$ cat src/rtl/iter_shifter.sv
// Multi-cycle barrel shifter: a request is captured, shifted by up to STEP bits per clock,
// and the result is held until the consumer takes it. Logical, arithmetic and rotate modes.
module iter_shifter #(
  parameter int unsigned WIDTH   = 8,
  parameter int unsigned STEP    = 1,
  parameter int unsigned SHAMT_W = $clog2(WIDTH) + 1
) (
  input  logic               clk_i,
  input  logic               rst_i,
  input  logic               flush_i,
  input  logic               in_valid_i,
  output logic               in_ready_o,
  input  logic [WIDTH-1:0]   in_data_i,
  input  logic [SHAMT_W-1:0] in_amt_i,
  input  logic               in_dir_i,
  input  logic [1:0]         in_mode_i,
  output logic               out_valid_o,
  input  logic               out_ready_i,
  output logic [WIDTH-1:0]   out_data_o
);

  localparam int unsigned LogW = $clog2(WIDTH);
  localparam logic [SHAMT_W-1:0] WidthAmt = SHAMT_W'(WIDTH);
  localparam logic [SHAMT_W-1:0] StepAmt  = SHAMT_W'(STEP);

  localparam logic [1:0] ModeLogical = 2'b00;
  localparam logic [1:0] ModeArith   = 2'b01;
  localparam logic [1:0] ModeRotate  = 2'b10;

  typedef enum logic [1:0] {
    StIdle,
    StShift,
    StDone
  } state_e;

  state_e             state_q, state_d;
  logic [WIDTH-1:0]   data_q, data_d;
  logic [SHAMT_W-1:0] rem_q, rem_d;
  logic               dir_q, dir_d;
  logic [1:0]         mode_q, mode_d;

  logic [SHAMT_W-1:0] eff_amt;
  logic [SHAMT_W-1:0] step_amt;
  logic [WIDTH-1:0]   step_result;

  // One shift step of k bits (k <= WIDTH); a double-width vector supplies the fill bits.
  function automatic logic [WIDTH-1:0] shift_step(input logic [WIDTH-1:0]   d,
                                                  input logic [SHAMT_W-1:0] k,
                                                  input logic               dir,
                                                  input logic [1:0]         mode);
    logic [2*WIDTH-1:0] ext;
    logic [WIDTH-1:0]   fill;
    logic [WIDTH-1:0]   res;
    fill = '0;
    ext  = '0;
    if (mode == ModeRotate) begin
      if (dir) begin
        ext = {d, d} >> k;
        res = ext[WIDTH-1:0];
      end else begin
        ext = {d, d} << k;
        res = ext[2*WIDTH-1:WIDTH];
      end
    end else begin
      if ((mode == ModeArith) && dir) begin
        fill = {WIDTH{d[WIDTH-1]}};
      end
      if (dir) begin
        ext = {fill, d} >> k;
        res = ext[WIDTH-1:0];
      end else begin
        ext = {d, {WIDTH{1'b0}}} << k;
        res = ext[2*WIDTH-1:WIDTH];
      end
    end
    return res;
  endfunction

  // Rotation wraps modulo WIDTH; shifts saturate at WIDTH (reserved mode acts as logical).
  always_comb begin
    eff_amt = '0;
    if (in_mode_i == ModeRotate) begin
      eff_amt = {{(SHAMT_W - LogW){1'b0}}, in_amt_i[LogW-1:0]};
    end else if (in_amt_i > WidthAmt) begin
      eff_amt = WidthAmt;
    end else begin
      eff_amt = in_amt_i;
    end
  end

  always_comb begin
    step_amt    = (rem_q < StepAmt) ? rem_q : StepAmt;
    step_result = shift_step(data_q, step_amt, dir_q, mode_q);
  end

  always_comb begin
    state_d = state_q;
    data_d  = data_q;
    rem_d   = rem_q;
    dir_d   = dir_q;
    mode_d  = mode_q;

    if (flush_i) begin
      state_d = StIdle;
      rem_d   = '0;
    end else begin
      unique case (state_q)
        StIdle: begin
          if (in_valid_i) begin
            data_d  = in_data_i;
            dir_d   = in_dir_i;
            mode_d  = in_mode_i;
            rem_d   = eff_amt;
            state_d = (eff_amt == '0) ? StDone : StShift;
          end
        end
        StShift: begin
          data_d = step_result;
          rem_d  = rem_q - step_amt;
          if (rem_q <= StepAmt) begin
            state_d = StDone;
          end
        end
        StDone: begin
          if (out_ready_i) begin
            state_d = StIdle;
          end
        end
        default: state_d = StIdle;
      endcase
    end
  end

  always_ff @(posedge clk_i) begin
    if (rst_i) begin
      state_q <= StIdle;
      data_q  <= '0;
      rem_q   <= '0;
      dir_q   <= 1'b0;
      mode_q  <= 2'b00;
    end else begin
      state_q <= state_d;
      data_q  <= data_d;
      rem_q   <= rem_d;
      dir_q   <= dir_d;
      mode_q  <= mode_d;
    end
  end

  // rst gates in_ready so nothing looks acceptable while reset is held.
  assign in_ready_o  = (state_q == StIdle) && !flush_i && !rst_i;
  assign out_valid_o = (state_q == StDone);
  assign out_data_o  = data_q;

endmodule

$ cat config.mk
export PLATFORM = sky130hd
export DESIGN_NAME = iter_shifter
export DESIGN_NICKNAME = d
export VERILOG_FILES = /design/src/rtl/iter_shifter.sv
export SDC_FILE = /design/constraint.sdc
export NUM_CORES = 1
export LEC_CHECK = 0
export CAP_MARGIN = 25
export CORE_ASPECT_RATIO = 1.1
export CORE_MARGIN = 5
export CORE_UTILIZATION = 48
export CTS_CLUSTER_SIZE = 28
export DETAILED_ROUTE_END_ITERATION = 8
export MAX_ROUTING_LAYER = met4
export PLACE_DENSITY = 0.84
export SLEW_MARGIN = 20
export SYNTH_ARGS = -nofsm -noshare
export SYNTH_HDL_FRONTEND = slang
export SYNTH_SLANG_ARGS = --single-unit
$ cat constraint.sdc
create_clock -name clk_i -period 2 [get_ports clk_i]
set_clock_uncertainty 0.1 [all_clocks]
set_input_delay 0.5 -clock clk_i [delete_from_list [all_inputs] [get_ports clk_i]]
set_output_delay 0.5 -clock clk_i [all_outputs]
set_load 0.005 [all_outputs]
## Word-level counts from Yosys, hierarchy flattened

Cells that the tools add are included.

| cells by class | value |
|---|---|
| shift operators | 4 |
| $lt $le $gt $ge | 3 |
| equality and inequality tests | 8 |
| bitwise gates (word level) | 1 |
| add/sub/neg operators | 1 |
| reductions and logical operators | 13 |
| muxes and demuxes | 17 |

Operator list:

| cell | count |
|---|---|
| $mux W8 | 6 |
| $shl A16 B4 Y16 | 2 |
| $shr A16 B4 Y8 | 2 |
| $mux W4 | 4 |
| $pmux W8 S2 | 1 |
| $reduce_and A3 Y1 | 3 |
| $mux W2 | 4 |
| $pmux W4 S2 | 1 |
| $eq A2 B2 Y1 const B | 3 |
| $pmux W2 S3 | 1 |
| $eq A2 B1 Y1 const B | 2 |
| $gt A4 B4 Y1 const B | 1 |
| $le A4 B1 Y1 const B | 1 |
| $logic_not A4 Y1 | 1 |
| $lt A4 B1 Y1 const B | 1 |
| $ne A2 B2 Y1 const B | 2 |
| $sub A4 B4 Y4 | 1 |
| $logic_and A1 B1 Y1 | 3 |
| $logic_not A1 Y1 | 2 |
| $logic_not A2 Y1 | 1 |
| $ne A2 B1 Y1 const B | 1 |
| $reduce_and A2 Y1 | 1 |
| $reduce_bool A2 Y1 | 1 |
| $reduce_or A2 Y1 | 1 |
| $not A1 Y1 | 1 |

| storage, ports and cells | value |
|---|---|
| word-level logic and storage cells | 52 |
| output and inout bits | 10 |
| input bits | 20 |
| bits in registers | 17 |

## Logic depth before layout (Yosys ltp)

Gate-level depths: netlist of the first run.

| depth | value |
|---|---|
| word-level depth | 8 |
| mapped depth | 7 |
| gate-level depth less buffers | 7 |

## Least setup slack after synthesis of the first run

Ideal clock, no wire load.

| timing | value |
|---|---|
| path type | register -> register |
| start point | register rem_q[0] |
| end point | register data_q[3] (netlist: out_data_o[3]) |
| setup time | 88 ps |
| clock period less this slack | 1635 ps |
| arrival time | 1447 ps |
| cell stages (with the launch flop) | 7 |
| buffers on the path | 2 |
| path slack | 365 ps |
| path through | dfxtp_1 > or4_4 > buf_6 > buf_12 > nand2_2 > o211ai_2 > a311oi_2 |

| between the ends | value |
|---|---|
| cells in the longest elaborated chain, start to end | 6 |
| elaborated cells on any way between the ends | 10 |
| classes of those cells | order compare: 1; shift: 4; mux: 5 |

Ends and longest elaborated chain:

| what | line | source |
|---|---|---|
| start, declared | 38 | `logic [SHAMT_W-1:0] rem_q, rem_d;` |
| start signal, assigned | 144 | `rem_q <= rem_d;` |
| $lt A4 B1 Y1 | 92 | `step_amt = (rem_q < StepAmt) ? rem_q : StepAmt;` |
| $mux W4 (*) | 92 |  |
| $shl A16 B4 Y16, or another cell as far along | 72 | `ext = {d, {WIDTH{1'b0}}} << k;` |
| $mux W8, on equally long branches | 68, 57 |  |
| $mux W8 (*) | 56 | `if (mode == ModeRotate) begin` |
| $pmux W8 S2 (*) | 107 | `unique case (state_q)` |
| end signal, assigned | 143 | `data_q <= data_d;` |
| end, declared | 37 | `logic [WIDTH-1:0] data_q, data_d;` |

Mark *: on every way between the ends. The rest lies on a longest branch, timed or not.
A chain may end at the register's enable or synchronous reset.

## Worst setup path after layout of the first run

| timing | value |
|---|---|
| start point | input in_mode_i[0] |
| end point | register state_q[1] |

| between the ends | value |
|---|---|
| cells in the longest elaborated chain, start to end | 6 |

Ends and longest elaborated chain:

| what | line | source |
|---|---|---|
| start, declared | 16 | `input logic [1:0] in_mode_i,` |
| $eq A2 B2 Y1 | 82 | `if (in_mode_i == ModeRotate) begin` |
| $mux W4 | 82 |  |
| $logic_not A4 Y1 | 114 | `state_d = (eff_amt == '0) ? StDone : StShift;` |
| $mux W2 | 114 |  |
| $mux W2 | 109 | `if (in_valid_i) begin` |
| $pmux W2 S3 | 107 |  |
| end signal, assigned | 136 | `state_q <= StIdle;` |
| end signal, assigned | 142 | `state_q <= state_d;` |
| end, declared | 36 | `state_e state_q, state_d;` |

Every way passes these cells. The select of a mux whose other input is x is not followed.

==> metrics.md, run 1 <==
| Metric | Value |
|---|---|
| Status | finished, final reports clean |
| Path type of the worst min-delay path | flop to flop |
| Cells after synthesis | 138 |
| Final setup fails | 0 |
| Sequential area share after synthesis | 28.9% |
| Reg power frac | between 40% and 50% |
| Clk pwr share | roughly 23% |
| Global Route met1 Usage | a little over a fifth |
| PD cells | 524 mW/mm2 |
| Initial Util | 51.3% |
| Vias in the first global route | 1164 |
| Worst IR Drop VDD | ~0.00033 V |
| Slew @ Worst Pin | 0.548 ns |
| Pre-antenna DRT Iters | 4 |
| Total number of vias | around 1.1k |
| Mapped Nets | between 150 and 200 |
| CP required | around 2.1 ns |
| Combinational Power Share | 30.0% |
| Ant diodes | 0 |
| CTS sink cnt | 17 |
| Switching part of the total | 30.1% |
| Post-Syn Area | 0.00118 mm2 |
| Total power | a little over 800 uW |
| # DRC | 0 |
| Busiest grt layer | met2 |
| Post-DP HPWL | ~2300 um |
| P&R area growth vs syn | 32.2% |
| Wire per inst | 14.9 um |
| Reg clk slew, reported paths | approximately 0.10 ns |
| #FFs+latches synth | 17 |
| TritonCTS clock tree | yes |
| I/O Buffers | 29 |
| Yosys warning count | 0 |
| All-Layer GR Usage | 18.7% |
| First-pass GRT wire length | 5110 um |
| Remaining antenna violation count | 0 |
| Initial antenna violation count | 0 |
| Root Driver | clkbuf_4 |
| Largest net degree at the start of global routing | 18 |
| Worst Path Max Fanout | 2 |
| Routed WL | 3020 um |
| Final Cycle Share | 97.4% |
| Highest clock rate | 514 MHz |
| Clk buf depth | 2 |
| Die H | between 60 and 70 um |
| R2R setup slack | 0.27 ns |
| Leak | around 0.00059 uW |
| Core area | roughly 0.0023 mm2 |
| Multi-input logic area | slightly above 700 um2 |
| Post-route minimum period | 1.95 ns |
| Switching pwr | 245 uW |
| Max-slew violations | 0 |
| GRT overflow | 0 |
| Met3 GRT Util | 3.31% |
| Distinct cells, synth | 41 |
| Chip width | 57.2 um |
| Critical path capture point type | flop |
| Die ar. | about 0.0035 mm2 |
| I/O pin total | 30 |
| CP Launch Type | primary input |
| Worst-skew pair later-pin latency | approximately 0.29 ns |
| CTS H-Tree Depth | 1 |
| Final Hold Vio Count | 0 |
| Storage element area | 342 um2 |
| Via density | 5.62 |
| Setup CP Type | primary input to flop |
| Iteration-0 DRC Markers | 39 |
| GP Congestion | 0.870 |
| # rows | 18 |
| Met2 GRT Util | 34.9% |
| Final nets | 196 |
| Internal power | ~570 uW |
| Relative slew slack | a little under two thirds |
| CTS Buf Count | 3 |
| Layout cells sized above 1 | 20.2% |
| Post-synthesis area per instance | 8.53 um2 |
| Fin util | 67.8% |
| Arrival time at the worst endpoint | between 2 and 2.5 ns |
| Filler Cells Inserted | 212 |
| Max cap viols | 0 |
## through the flow
stage	hold slack, ns	cells	TNS, ns	worst slack (ns)	cell area (um2)
floorplan	0.395	138	0	0.365	1180
global placement	0.417	199	-0.467	-0.308	1510
detailed placement	0.436	199	-0.627	-0.313	1510
CTS	0.457	203	0	0.0415	1550
global route	0.489	203	-0.0420	-0.0420	1560
finish	0.459	203	0	0.0530	1560
## power by group through the flow
stage	Clock (uW)	Sequential (uW)	Combinational [uW]
floorplan	0	386	157
global placement	0	393	235
detailed placement	0	394	241
CTS	189	387	243
global route	204	392	267
finish	183	387	245
## registers in the layout, indices dropped and copies added, names as in the netlist
name / cells
mode_q: 2
dir_q: 1
rem_q: 4
state_q: 2
out_data_o: 8
## repair_timing
action | CTS | global route
endpoints found under the setup margin | 1 | 2
buffers inserted | 0 | 0
gates resized for setup | 6 | 3
pin swaps | 1 | 0
hold buffers | 0 | 0
## path summary, 6_finish.rpt
path / start / to / cells past startpoint
max: in_mode_i[0] / state_q[1]$_SDFFE_PP0P_ / 5
min: rem_q[2]$_SDFFE_PP0P_ / rem_q[2]$_SDFFE_PP0P_ / 2
max reg2reg: rem_q[0]$_SDFFE_PP0P_ / out_data_o[0]$_SDFFE_PP0P_ / 4
min reg2reg: rem_q[2]$_SDFFE_PP0P_ / rem_q[2]$_SDFFE_PP0P_ / 2
## layout make-up
type | instances | share of cell area (%)
Multi-Input combinational cell | 98 | 46.1
Timing Repair Buffer | 42 | 24.9
Sequential cell | 17 | 21.9
Inverter | 12 | 2.89
Tap cell | 30 | 2.41
Clock buffer | 4 | 1.69
## critical path, cell delays in order
cell and delay (ns):
clkdlybuf4s50_1 0.41, nand2b_1 0.17, a2111oi_1 0.44, o22ai_1 0.20
o32ai_2 0.31
## routing by layer
metal  up-vias  share of wire, %
met5         -                 0
met4         0              0.90
met3         6               4.8
met2        37                50
met1       524                44
li1        573                 -
## cells in the mapped netlist (all sizes together)
library cell / n / area share, %
buf: 11 / 7.8
a22o: 1 / 0.74
o21bai: 1 / 0.64
a21oi: 5 / 2.1
a41oi: 1 / 0.74
mux2: 2 / 1.9
a21o: 6 / 3.8
o41ai: 1 / 0.74
nor4b: 1 / 1.3
mux2i: 9 / 7.7
ha: 2 / 2.1
or4: 1 / 0.96
a211oi: 1 / 0.64
nand3b: 1 / 0.64
nor3b: 2 / 1.3
nor2b: 3 / 1.6
inv: 12 / 3.8
nor2: 16 / 5.3
o221a: 1 / 0.96
o32ai: 2 / 1.5
a31oi: 2 / 1.1
o211ai: 7 / 5.7
nor3: 4 / 1.7
nor4: 1 / 0.53
nand2: 12 / 4.5
o21ai: 3 / 1.3
nand3: 1 / 0.42
nand4: 1 / 0.53
a311oi: 7 / 6.8
dfxtp: 17 / 29
a2111oi: 1 / 0.74
nand2b: 2 / 1.1
o22ai: 1 / 0.53
## cells by family after synthesis
family	synth area share (%)
AO/OA/AOI/OAI	28.1
adder cells (fa/ha/maj)	2.13
multiplexers	9.56
buffers and inverters	11.6
AND/OR/NAND/NOR	19.8
flip-flops	28.9
## cell usage in the layout (no fill, tap or decap), drive strengths merged, types with 3 or more instances in the layout
cell           synthesis  layout
a21o                   6       6
a21oi                  5       5
a311oi                 7       7
buf                   11      13
clkbuf                 0       4
clkdlybuf4s50          0      27
dfxtp                 17      17
inv                   12      12
mux2i                  9       9
nand2                 12      12
nor2                  16      16
nor2b                  3       3
nor3                   4       4
o211ai                 7       7
o21ai                  3       3
Note: power is estimated with default switching activity, not from simulation.
==> run 2: changes to the inputs <==
- ABC_CLOCK_PERIOD_IN_PS: not set -> 2000
==> results of run 2 <==
No change in the layout: final DEF, timing and power equal those of run 1.
